--- src/rtl/rv32i_pkg.sv ---
// Shared RV32I front-end types: default datapath width, canonical NOP and queue entry layout.
// Latency: n/a (types and constants only).
// Backpressure: n/a.
package rv32i_pkg;

    localparam int DATA_WIDTH = 32;

    // addi x0, x0, 0 -- what decode sees whenever no real instruction is present
    localparam logic [31:0] NOP = 32'h0000_0013;

    typedef struct packed {
        logic [31:0] pc;
        logic [31:0] instr;
    } fetch_entry_t;

endpackage

--- src/rtl/sync_fifo_ctrl.sv ---
// Pointer and occupancy bookkeeping for a power-of-two circular queue; storage lives in the user.
// Latency: pointers and count update on the edge that samples push/pop/flush.
// Backpressure: none itself; the caller must never push when full or pop when empty.
//
// Ports: clk, i_rst_n (sync, active-low), i_push, i_pop, i_flush,
//        o_rd_ptr / o_wr_ptr (storage indices), o_count (entries held).
module sync_fifo_ctrl #(
    parameter int Depth = 2,
    parameter int PtrW  = $clog2(Depth),
    parameter int CntW  = $clog2(Depth) + 1
) (
    input  logic            clk,
    input  logic            i_rst_n,
    input  logic            i_push,
    input  logic            i_pop,
    input  logic            i_flush,
    output logic [PtrW-1:0] o_rd_ptr,
    output logic [PtrW-1:0] o_wr_ptr,
    output logic [CntW-1:0] o_count
);

    logic [PtrW-1:0] r_rd_ptr;
    logic [PtrW-1:0] r_wr_ptr;
    logic [CntW-1:0] r_count;

    // Reset and flush have identical effect: the queue restarts empty at index 0.
    // Pointers wrap for free because Depth is a power of two.
    always_ff @(posedge clk) begin
        if (!i_rst_n || i_flush) begin
            r_rd_ptr <= '0;
            r_wr_ptr <= '0;
            r_count  <= '0;
        end else begin
            if (i_push) r_wr_ptr <= r_wr_ptr + PtrW'(1);
            if (i_pop)  r_rd_ptr <= r_rd_ptr + PtrW'(1);
            if (i_push && !i_pop)      r_count <= r_count + CntW'(1);
            else if (i_pop && !i_push) r_count <= r_count - CntW'(1);
        end
    end

    assign o_rd_ptr = r_rd_ptr;
    assign o_wr_ptr = r_wr_ptr;
    assign o_count  = r_count;

endmodule

--- src/rtl/fetch_decode_buffer.sv ---
// Instruction queue between fetch and decode; {pc, instr} pairs drain in order, flush discards all.
// Latency: a word pushed at edge N is presented to decode from N+1 (no bypass).
// Backpressure: if_ready drops when full, from registered count only (no pass-through on pop).
//
// Ports: clk, rst (sync, active-low);
//        fetch side  if_valid, if_instruction, if_pc -> if_ready;
//        flush (redirect);
//        decode side id_valid, id_instruction, id_pc <- id_ready; occupancy.
module fetch_decode_buffer
    import rv32i_pkg::*;
#(
    parameter int DataWidth = DATA_WIDTH,
    parameter int Depth     = 2
) (
    input  logic                     clk,
    input  logic                     rst,
    input  logic                     if_valid,
    input  logic [DataWidth-1:0]     if_instruction,
    input  logic [DataWidth-1:0]     if_pc,
    output logic                     if_ready,
    input  logic                     flush,
    output logic                     id_valid,
    output logic [DataWidth-1:0]     id_instruction,
    output logic [DataWidth-1:0]     id_pc,
    input  logic                     id_ready,
    output logic [$clog2(Depth):0]   occupancy
);

    localparam int PtrW = $clog2(Depth);
    localparam int CntW = $clog2(Depth) + 1;
    localparam logic [CntW-1:0] FULL_CNT = CntW'(Depth);

    logic [PtrW-1:0]        w_rd_ptr;
    logic [PtrW-1:0]        w_wr_ptr;
    logic [CntW-1:0]        w_count;
    logic                   w_if_ready;
    logic                   w_id_valid;
    logic                   w_push;
    logic                   w_pop;
    logic [2*DataWidth-1:0] w_head;

    // Entry layout {pc, instr}; contents are don't-care until written, so no reset.
    logic [2*DataWidth-1:0] r_mem [Depth];

    assign w_if_ready = rst && (w_count != FULL_CNT);
    // Masking with flush guarantees decode never consumes an entry that is being discarded.
    assign w_id_valid = rst && (w_count != '0) && !flush;
    assign w_push     = if_valid && w_if_ready && !flush;
    assign w_pop      = w_id_valid && id_ready;

    sync_fifo_ctrl #(
        .Depth (Depth),
        .PtrW  (PtrW),
        .CntW  (CntW)
    ) u_ctrl (
        .clk      (clk),
        .i_rst_n  (rst),
        .i_push   (w_push),
        .i_pop    (w_pop),
        .i_flush  (flush),
        .o_rd_ptr (w_rd_ptr),
        .o_wr_ptr (w_wr_ptr),
        .o_count  (w_count)
    );

    always_ff @(posedge clk) begin
        if (w_push) r_mem[w_wr_ptr] <= {if_pc, if_instruction};
    end

    assign w_head = r_mem[w_rd_ptr];

    assign if_ready       = w_if_ready;
    assign id_valid       = w_id_valid;
    assign id_pc          = w_id_valid ? w_head[2*DataWidth-1:DataWidth] : '0;
    assign id_instruction = w_id_valid ? w_head[DataWidth-1:0] : DataWidth'(NOP);
    // Forced to zero while reset is held, even before the reset edge clears the count.
    assign occupancy      = rst ? w_count : '0;

    a_count_bound: assert property (@(posedge clk) disable iff (!rst)
        w_count <= FULL_CNT);

    a_no_push_full: assert property (@(posedge clk) disable iff (!rst)
        w_push |-> (w_count != FULL_CNT));

    // A stalled head must hold until taken, unless a redirect discards it.
    a_head_stable: assert property (@(posedge clk) disable iff (!rst)
        (w_id_valid && !id_ready) |=>
            (flush || (id_valid && id_pc == $past(id_pc)
                       && id_instruction == $past(id_instruction))));

endmodule

--- config.mk ---
export PLATFORM = sky130hd
export DESIGN_NAME = fetch_decode_buffer
export DESIGN_NICKNAME = d
export VERILOG_FILES = /design/src/rtl/rv32i_pkg.sv /design/src/rtl/sync_fifo_ctrl.sv /design/src/rtl/fetch_decode_buffer.sv
export SDC_FILE = /design/constraint.sdc
export NUM_CORES = 1
export LEC_CHECK = 0
export BUFFER_PORTS_ARGS = -buffer_cell sky130_fd_sc_hd__buf_2
export CAP_MARGIN = 15
export CORE_MARGIN = 1
export CORE_UTILIZATION = 25
export CTS_BUF_LIST = sky130_fd_sc_hd__clkbuf_16
export DETAILED_ROUTE_END_ITERATION = 8
export MAX_ROUTING_LAYER = met4
export SYNTH_ARGS = -nofsm -noshare
export SYNTH_HDL_FRONTEND = slang
export SYNTH_HIERARCHICAL = 1
export SYNTH_SLANG_ARGS = --single-unit
--- constraint.sdc ---
create_clock -name clk -period 6.6 [get_ports clk]
set_clock_uncertainty 0.05 [all_clocks]
set_input_delay 0.66 -clock clk [delete_from_list [all_inputs] [get_ports clk]]
set_output_delay 0.66 -clock clk [all_outputs]
set_load 0.02 [all_outputs]
---- Word level (Yosys, flattened, before mapping) ----
Memory sizes are Yosys's and may differ from the RTL's. A register that Yosys moved wholly into a read port is not among the register bits.
Index checks and enable logic that the tools add are counted.
storage, ports and cells
  flip-flop bits (word level) ............. 4
  word-level logic and storage cells ...... 33
  output and inout bits ................... 68
  memories ................................ 1
  bits in writable memories ............... 128
operators by class
  mux-type cells .......................... 9
  $add $sub $neg .......................... 4
  eq/ne operators ......................... 1
  reductions and logical operators ........ 15
memory list
  name   words  bits a word  read ports  clocked after Yosys merged registers in  write ports  RTL line                   text
  r_mem  2      64           1           1                                        1            fetch_decode_buffer.sv:43  logic [2*DataWidth-1:0] r_mem [Depth];
operators with widths
  cell                                               number
  2-to-1 mux 32 bit                                  2
  logical AND 1 bit                                  8
  2-to-1 mux 2 bit                                   3
  logical NOT 1 bit                                  4
  2-to-1 mux 1 bit                                   4
  nonzero test 2 bit                                 2
  adder 1 bit (second input constant)                2
  adder 2 x 1 -> 2 bit (second input constant)       1
  != test 2 bit (second input constant)              1
  subtractor 2 x 1 -> 2 bit (second input constant)  1
  logical OR 1 bit                                   1

---- Depth between registers and ports, before layout ----
Gate-level depths: netlist (run 1).
  word-level depth ........................ 8
  mapped depth ............................ 8

---- By module ----
Netlist (run 1), hierarchy kept.
by module, submodules not included
  module               sequential area each (um^2)  times used  cells each  area an instance (um^2)
  fetch_decode_buffer  3,843.7                      1           290         5,366.4
  sync_fifo_ctrl       80.1                         1           17          165.2

---- Worst setup path after synthesis (run 1) ----
OpenSTA, ideal clock, no wires.
  path type ............................... input-to-reg
  start ................................... in flush
  end ..................................... mem r_mem[1][0] in the netlist's numbering, enable pin
  stages .................................. 3
  arrival time ............................ 5.337 ns
  library setup time ...................... 0.565 ns
  data required time ...................... 5.985 ns
  setup slack ............................. 0.648 ns
  cells stage by stage .................... nand2b_1 > buf_6 > nor3_1
between the ends
  word-level cells in the longest chain between the ends .. 4
RTL lines
  item                                    RTL line                   text
  start: declaration                      fetch_decode_buffer.sv:21  input logic flush,
  logical NOT 1 bit                       fetch_decode_buffer.sv:48  assign w_push = if_valid && w_if_ready && !flush;
  logical AND 1 bit                       fetch_decode_buffer.sv:48
  2-to-1 mux 1 bit                        fetch_decode_buffer.sv:67  if (w_push) r_mem[w_wr_ptr] <= {if_pc, if_instruction};
  2-to-1 mux 1 bit (not written as such)  fetch_decode_buffer.sv:67
  end: declaration                        fetch_decode_buffer.sv:43
Every way passes these cells.

==> results_tabular.tex, run 1 <==
\begin{tabular}{lr}
\hline
Metric & Value \\
\hline
\multicolumn{2}{l}{\textbf{CTS}} \\
Maximum buffer depth of the clock tree & 2 \\
Insertion delay of the later-clocked pin in the worst-skew pair & 0.41 ns \\
TritonCTS buffer count & 17 \\
Post-CTS setup-driven buffer insertion count & 0 \\
Clock transition at path regs & 0.06 ns \\
Clock sink count & 132 \\
Cts hold-fix bufs & 0 \\
Root buffer cell & sky130\_fd\_sc\_hd\_\_clkbuf\_16 \\
H-tree depth reported by CTS & 4 \\
CTS-repair resized insts & 0 \\
Clock tree from TritonCTS & built \\
\multicolumn{2}{l}{\textbf{Synth}} \\
Netlist area before placement & 5530 um\^{}2 \\
Synthesis Warnings & 6 \\
Number of flip-flops and latches in the synthesized netlist & 132 \\
Proportion of synthesized chip area in sequential cells & 70.9\% \\
Post-synthesis instance total & 307 \\
Portion of synthesized cell area occupied by the leading cell type & 69.5\% \\
Net Count, Synth & 377 \\
Largest cells by area after synthesis & sky130\_fd\_sc\_hd\_\_edfxtp\_1 69\%, sky130\_fd\_sc\_hd\_\_mux2i\_1 12\%, sky130\_fd\_sc\_hd\_\_nor3\_2 10\% \\
Cell type with the largest total area after synthesis & sky130\_fd\_sc\_hd\_\_edfxtp\_1 \\
Avg Inst Size Synth & 18.0 um\^{}2 \\
Count of cell types in the netlist & 26 \\
\multicolumn{2}{l}{\textbf{STA}} \\
Share of the clock period used by the worst path & 47.1\% \\
Number of failing setup endpoints in the final timing report & 0 \\
Time the final worst path needs with I/O delays and setup & 3.11 ns \\
Unrepaired setup endpoints after global routing & no \\
Tightest Pin Transition & 1.05 ns \\
Number of pins with negative max-slew slack in the final report & 0 \\
Highest clock rate & 321 MHz \\
Accumulated negative setup slack & 0 ns \\
Final number of hold-violating endpoints & 0 \\
Worst slew margin & 30.3\% \\
\multicolumn{2}{l}{\textbf{Worst setup path}} \\
Critical Path Start Type & register \\
Data arrival time of the critical path & 2.40 ns \\
Register-to-Register Setup Slack & 4.43 ns \\
Critical path peak fanout & 36 \\
Worst R2R End & r\_mem[0][59]\$\_DFFE\_PP\_ \\
Critical path's top delay family & buffers and inverters \\
Number of buffer and inverter stages on the critical path & 2 \\
Crit path required time & 5.89 ns \\
Crit end category & primary output \\
Critical Setup Path Class & reg -> out \\
CP max stage cell & sky130\_fd\_sc\_hd\_\_dfxtp\_4 \\
Cell breakdown of the critical path & buf\_4 -> mux2i\_1 -> nor3\_1 -> buf\_2 \\
Worst reg2reg path depth & 3 \\
Largest stage delay, worst path & 0.69 ns \\
Worst flop-to-flop path startpoint & u\_ctrl/o\_count[0]\$\_SDFFE\_PP0P\_ \\
\multicolumn{2}{l}{\textbf{Route}} \\
DRT Wirelength & 11200 um \\
Drt first-iter violations & 119 \\
Pre-Repair DR Iteration Count & 4 \\
Post-DR vias/cell & 4.19 \\
Average detailed-routed wire length per instance & 15.1 um \\
Count of nets left with antenna violations after detail routing & 0 \\
DRC violation count after routing & 0 \\
Count of vias placed by the detailed router & 3104 \\
\multicolumn{2}{l}{\textbf{Power}} \\
Leak Pwr & 2.39 nW \\
VDD IR max & 0.162 mV \\
Total power divided by cell area & 287 nW/um\^{}2 \\
\multicolumn{2}{l}{\textbf{Floorplanning}} \\
Full die area & 22700 um\^{}2 \\
Number of core rows & 54 \\
Number of placed I/O pins & 137 \\
Die X & 151 um \\
Initial cell density of the core & 25.4\% \\
Area of the placeable core & 21800 um\^{}2 \\
Die Ht & 151 um \\
\multicolumn{2}{l}{\textbf{Placement}} \\
Routability cong. & 0.698 \\
Placed instance area & 6440 um\^{}2 \\
Total instance count after detailed placement & 707 \\
Placed wire-length estimate & 6870 um \\
Buffers added on ports & 136 \\
\multicolumn{2}{l}{\textbf{Hold path}} \\
End point of the most critical hold path & r\_mem[1][37]\$\_DFFE\_PP\_ \\
Worst hold path startpoint & if\_pc[5] \\
Class of the tightest hold or removal check & in -> reg \\
Cell depth of the worst hold path & 1 \\
\multicolumn{2}{l}{\textbf{Final layout}} \\
Most common library cell in the layout ignoring fill and taps & sky130\_fd\_sc\_hd\_\_buf\_2 \\
Commonest cells after routing, fill and taps aside & 136 x sky130\_fd\_sc\_hd\_\_buf\_2, 128 x sky130\_fd\_sc\_hd\_\_edfxtp\_1, 64 x sky130\_fd\_sc\_hd\_\_mux2i\_1 \\
Area growth from synthesis to layout & 28.3\% \\
Design Area, Final & 7100 um\^{}2 \\
Total area of multi-input combinational cells & 1450 um\^{}2 \\
Fraction of layout cells with a size suffix above 1 & 50.4\% \\
Antenna diodes & 0 \\
Flip-flop and latch area & 3930 um\^{}2 \\
Number of filler cells placed in the layout & 2161 \\
Filler-free cell count of the finished design & 740 \\
Number of nets in the layout & 517 \\
\multicolumn{2}{l}{\textbf{Run status}} \\
Outcome & completed \\
\multicolumn{2}{l}{\textbf{Global route}} \\
Initial antenna violation count & 0 \\
Residual overflow from global routing & 0 \\
Largest net degree at the start of global routing & 66 \\
First-pass GRT wire length & 17100 um \\
Aggregate global-route resource usage & 10.5\% \\
Via count of the first global-routing pass & 3278 \\
\multicolumn{2}{l}{\textbf{Job}} \\
Count of max-cap constraint violations & 0 \\
\hline
\end{tabular}
[state kept, by name, summed over array words and instances (netlist names)]
name             cells
u_ctrl/o_count       2
u_ctrl/o_wr_ptr      1
u_ctrl/o_rd_ptr      1
r_mem              128
[power breakdown]
group,internal (mW),switching (mW),total [mW],leakage (nW)
clock,0.666,0.347,1.01,0.303
combinational,0.0290,0.0541,0.0830,0.887
sequential,0.935,0.00403,0.939,1.20
[metrics by stage]
step / setup slack (ns) / utilization (%) / hold slack, ns / power [mW]
2_1_floorplan: 0.648 / - / 0.435 / 1.00
4_1_cts: 3.38 / 32.5 / 0.359 / 2.07
3_3_place_gp: 3.49 / 29.6 / 0.509 / 1.04
5_1_grt: 3.31 / 32.6 / 0.362 / 2.11
3_5_place_dp: 3.43 / 29.6 / 0.526 / 1.04
6_report: 3.49 / 32.6 / 0.387 / 2.04
[metal layers]
metal / part of all wire, % / track usage [%] / wire, um
met5: 0 / - / 0
met4: 1.3 / 4.20 / 142
met3: 5.6 / 3.12 / 628
met2: 49 / 16.8 / 5430
met1: 44 / 12.5 / 4960
[cell families after synthesis]
kind of cell	after synthesis	synth area share, %
flops	132	70.9
buf+inv	21	3.32
simple gates	83	13.1
fa+ha+maj	1	0.226
compound gates	2	0.181
xor+xnor	4	0.633
mux	64	11.6
[how the worst max path moves through the flow]
stage | from | end | slack (ns) | cells after the start
2_1_floorplan | flush | r_mem[1][0]$_DFFE_PP_ | 0.65 | 3
3_3_place_gp | flush | r_mem[0][31]$_DFFE_PP_ | 3.49 | 4
3_5_place_dp | flush | r_mem[0][46]$_DFFE_PP_ | 3.43 | 4
4_1_cts | u_ctrl/o_rd_ptr$_SDFFE_PP0P_ | id_instruction[31] | 3.38 | 4
5_1_grt | u_ctrl/o_rd_ptr$_SDFFE_PP0P_ | id_pc[31] | 3.31 | 4
6_report | u_ctrl/o_rd_ptr$_SDFFE_PP0P_ | id_instruction[31] | 3.49 | 4
[layout make-up]
type                       instances  share of cell area [%]
sequential                       132                    55.3
inverter                           1                  0.0529
multi-input combinational        154                    20.4
timing repair buffer             141                    10.3
tap                              280                    4.93
clock buffer                      17                    5.99
clock inverter                    15                    2.98
[synth_stat cells]
cell type,count
sky130_fd_sc_hd__nor3_2,57
sky130_fd_sc_hd__nor3_1,5
sky130_fd_sc_hd__edfxtp_1,128
sky130_fd_sc_hd__a21oi_1,1
sky130_fd_sc_hd__buf_4,2
sky130_fd_sc_hd__dfxtp_1,4
sky130_fd_sc_hd__nand2_1,1
sky130_fd_sc_hd__inv_1,1
sky130_fd_sc_hd__xor2_1,2
sky130_fd_sc_hd__or3_1,1
sky130_fd_sc_hd__or2_1,1
sky130_fd_sc_hd__nor3b_2,1
sky130_fd_sc_hd__nor4b_2,1
sky130_fd_sc_hd__buf_2,6
sky130_fd_sc_hd__nor2b_1,3
sky130_fd_sc_hd__nor2_2,1
sky130_fd_sc_hd__o21ai_0,1
sky130_fd_sc_hd__nand2b_1,2
sky130_fd_sc_hd__and2_1,2
sky130_fd_sc_hd__nand3_1,3
sky130_fd_sc_hd__nor2_1,4
sky130_fd_sc_hd__xnor2_1,2
sky130_fd_sc_hd__buf_6,12
sky130_fd_sc_hd__mux2i_1,64
sky130_fd_sc_hd__ha_1,1
sky130_fd_sc_hd__and3_1,1
Note: power is estimated with default switching activity, not from simulation.
==> run 2: changes to the inputs <==
clock period = 2.6 ns   (was 6.6 ns; I/O delays follow)
==> run 2 against run 1 <==
Setup slack got worse by 3.0 ns. Design area is 9.6% higher. Via count grew 7.6%. Non-clock buffer count is 67 higher. Register-to-register slack lost 3.9 ns. Wire length increased by 4.0%. Critical path depth did not move. Clock power up 150%. Sequential power rose to 2.5 times the previous value. Critical path type unchanged. Largest power group unchanged.
==> results_tabular.tex, run 2 (synthesized netlist as in run 1, its figures left out) <==
\begin{tabular}{lr}
\hline
Metric & Value \\
\hline
\multicolumn{2}{l}{\textbf{STA}} \\
Share of the clock period used by the worst path & 82.7\% \\
Unrepaired setup endpoints after global routing & no \\
Worst Slack Setup Final & 0.450 ns \\
Tightest Pin Transition & 0.651 ns \\
Final number of hold-violating endpoints & 0 \\
Highest clock rate & 465 MHz \\
Number of failing setup endpoints in the final timing report & 0 \\
Worst slew margin & 56.6\% \\
Number of pins with negative max-slew slack in the final report & 0 \\
Time the final worst path needs with I/O delays and setup & 2.15 ns \\
\multicolumn{2}{l}{\textbf{Worst setup path}} \\
Data arrival time of the critical path & 1.84 ns \\
Critical path peak fanout & 38 \\
Critical Setup Path Class & reg -> out \\
Crit end category & primary output \\
Critical Path Start Type & register \\
Crit path required time & 2.29 ns \\
\multicolumn{2}{l}{\textbf{Global route}} \\
Initial antenna violation count & 0 \\
Residual overflow from global routing & 0 \\
Largest net degree at the start of global routing & 65 \\
Via count of the first global-routing pass & 3552 \\
Aggregate global-route resource usage & 10.8\% \\
First-pass GRT wire length & 17600 um \\
\multicolumn{2}{l}{\textbf{Route}} \\
Average detailed-routed wire length per instance & 14.4 um \\
DRT Wirelength & 11600 um \\
Post-DR vias/cell & 4.14 \\
Count of vias placed by the detailed router & 3340 \\
Drt first-iter violations & 73 \\
Count of nets left with antenna violations after detail routing & 0 \\
DRC violation count after routing & 0 \\
Pre-Repair DR Iteration Count & 4 \\
\multicolumn{2}{l}{\textbf{Power}} \\
PnR Total Power & 5.19 mW \\
Leak Pwr & 2.67 nW \\
VDD IR max & 0.383 mV \\
Total power divided by cell area & 668 nW/um\^{}2 \\
\multicolumn{2}{l}{\textbf{Floorplanning}} \\
Initial cell density of the core & 25.4\% \\
Die Ht & 151 um \\
Die X & 151 um \\
Number of core rows & 54 \\
Full die area & 22700 um\^{}2 \\
Number of placed I/O pins & 137 \\
Area of the placeable core & 21800 um\^{}2 \\
\multicolumn{2}{l}{\textbf{Final layout}} \\
Number of nets in the layout & 584 \\
Commonest cells after routing, fill and taps aside & 136 x sky130\_fd\_sc\_hd\_\_buf\_2, 128 x sky130\_fd\_sc\_hd\_\_edfxtp\_1, 64 x sky130\_fd\_sc\_hd\_\_mux2i\_1, 64 x sky130\_fd\_sc\_hd\_\_dlygate4sd3\_1, 57 x sky130\_fd\_sc\_hd\_\_nor3\_2 \\
Design Area, Final & 7780 um\^{}2 \\
Filler-free cell count of the finished design & 807 \\
Fraction of layout cells with a size suffix above 1 & 44.0\% \\
Register with the most flip-flops & r\_mem \\
Flip-flop count of the largest register after layout & 128 \\
Most common library cell in the layout ignoring fill and taps & sky130\_fd\_sc\_hd\_\_buf\_2 \\
Final core utilization & 35.8\% \\
Area growth from synthesis to layout & 40.6\% \\
Antenna diodes & 0 \\
\multicolumn{2}{l}{\textbf{Placement}} \\
Routability cong. & 0.730 \\
Buffers added on ports & 136 \\
Placed instance area & 6520 um\^{}2 \\
Placed wire-length estimate & 7070 um \\
Total instance count after detailed placement & 711 \\
Worst setup slack after placement & 0.508 ns \\
\multicolumn{2}{l}{\textbf{CTS}} \\
Root buffer cell & sky130\_fd\_sc\_hd\_\_clkbuf\_16 \\
Clock transition at path regs & 0.06 ns \\
Clock tree from TritonCTS & built \\
Insertion delay of the later-clocked pin in the worst-skew pair & 0.41 ns \\
Maximum buffer depth of the clock tree & 2 \\
Post-CTS setup-driven buffer insertion count & 0 \\
H-tree depth reported by CTS & 4 \\
CTS-repair resized insts & 0 \\
TritonCTS buffer count & 17 \\
Clock sink count & 132 \\
\multicolumn{2}{l}{\textbf{Run status}} \\
Outcome & completed \\
\multicolumn{2}{l}{\textbf{Job}} \\
Count of max-cap constraint violations & 0 \\
\multicolumn{2}{l}{\textbf{Hold path}} \\
Class of the tightest hold or removal check & in -> reg \\
\hline
\end{tabular}
[run 2: cell types whose count changed in the layout (fill, tap and decap cells not counted)]
| cell | change |
|---|---|
| sky130_fd_sc_hd__nor3_2 | -1 |
| sky130_fd_sc_hd__inv_1 | +3 |
| sky130_fd_sc_hd__buf_12 | +2 |
| sky130_fd_sc_hd__buf_4 | +1 |
| sky130_fd_sc_hd__inv_6 | -1 |
| sky130_fd_sc_hd__clkinv_4 | -2 |
| sky130_fd_sc_hd__nor3_4 | +1 |
| sky130_fd_sc_hd__dlygate4sd3_1 | +64 |
[run 2: worst max-delay path, stage by stage, from the launching register on]
cell and delay, ns:
sky130_fd_sc_hd__dfxtp_1 0.48, sky130_fd_sc_hd__nor2_4 0.07, sky130_fd_sc_hd__buf_4 0.30, sky130_fd_sc_hd__nor3_1 0.32, sky130_fd_sc_hd__buf_2 0.22
[run 2: repair_timing]
item                                    CTS  global route
hold buffers                             64             0
endpoints found under the setup margin    0             0
endpoints found under the hold margin   128             0
[run 2: routing by layer]
layer  part of all wire [%]  routed length [um]  GRT usage (%)
met4                    2.0                 230           5.10
met5                      0                   0              -
met1                     42                4830           11.4
met3                    3.9                 456           3.06
met2                     53                6100           18.5
[run 2: metrics by stage]
step           TNS [ns]  hold slack [ns]
6_report              0            0.163
5_1_grt               0            0.166
4_1_cts               0            0.143
3_5_place_dp          0            0.402
3_3_place_gp          0            0.398
2_1_floorplan    -38.00            0.309
[run 2: power by group]
| part | internal, mW | switching, mW | total, mW |
|---|---|---|---|
| sequential | 2.37 | 0.00954 | 2.38 |
| clock | 1.67 | 0.849 | 2.52 |
| combinational | 0.138 | 0.151 | 0.289 |
[run 2: final cells by class]
type / count / area [um^2]
repair buffers: 208 / 1420
clock inverters: 15 / 196
multi-input cells: 154 / 1460
flip-flops and latches: 132 / 3930
inverters: 1 / 3.75
well taps: 280 / 350
clock buffers: 17 / 425
fillers: 2097 / 14000
[run 2: final timing paths]
path | startpoint | end | slack, ns | depth (start not counted)
max | u_ctrl/o_count[0]$_SDFFE_PP0P_ | id_pc[31] | 0.45 | 4
min | flush | u_ctrl/o_rd_ptr$_SDFFE_PP0P_ | 0.16 | 3
max reg2reg | u_ctrl/o_count[1]$_SDFFE_PP0P_ | u_ctrl/o_count[1]$_SDFFE_PP0P_ | 0.52 | 5
min reg2reg | u_ctrl/o_count[1]$_SDFFE_PP0P_ | u_ctrl/o_count[1]$_SDFFE_PP0P_ | 0.52 | 2
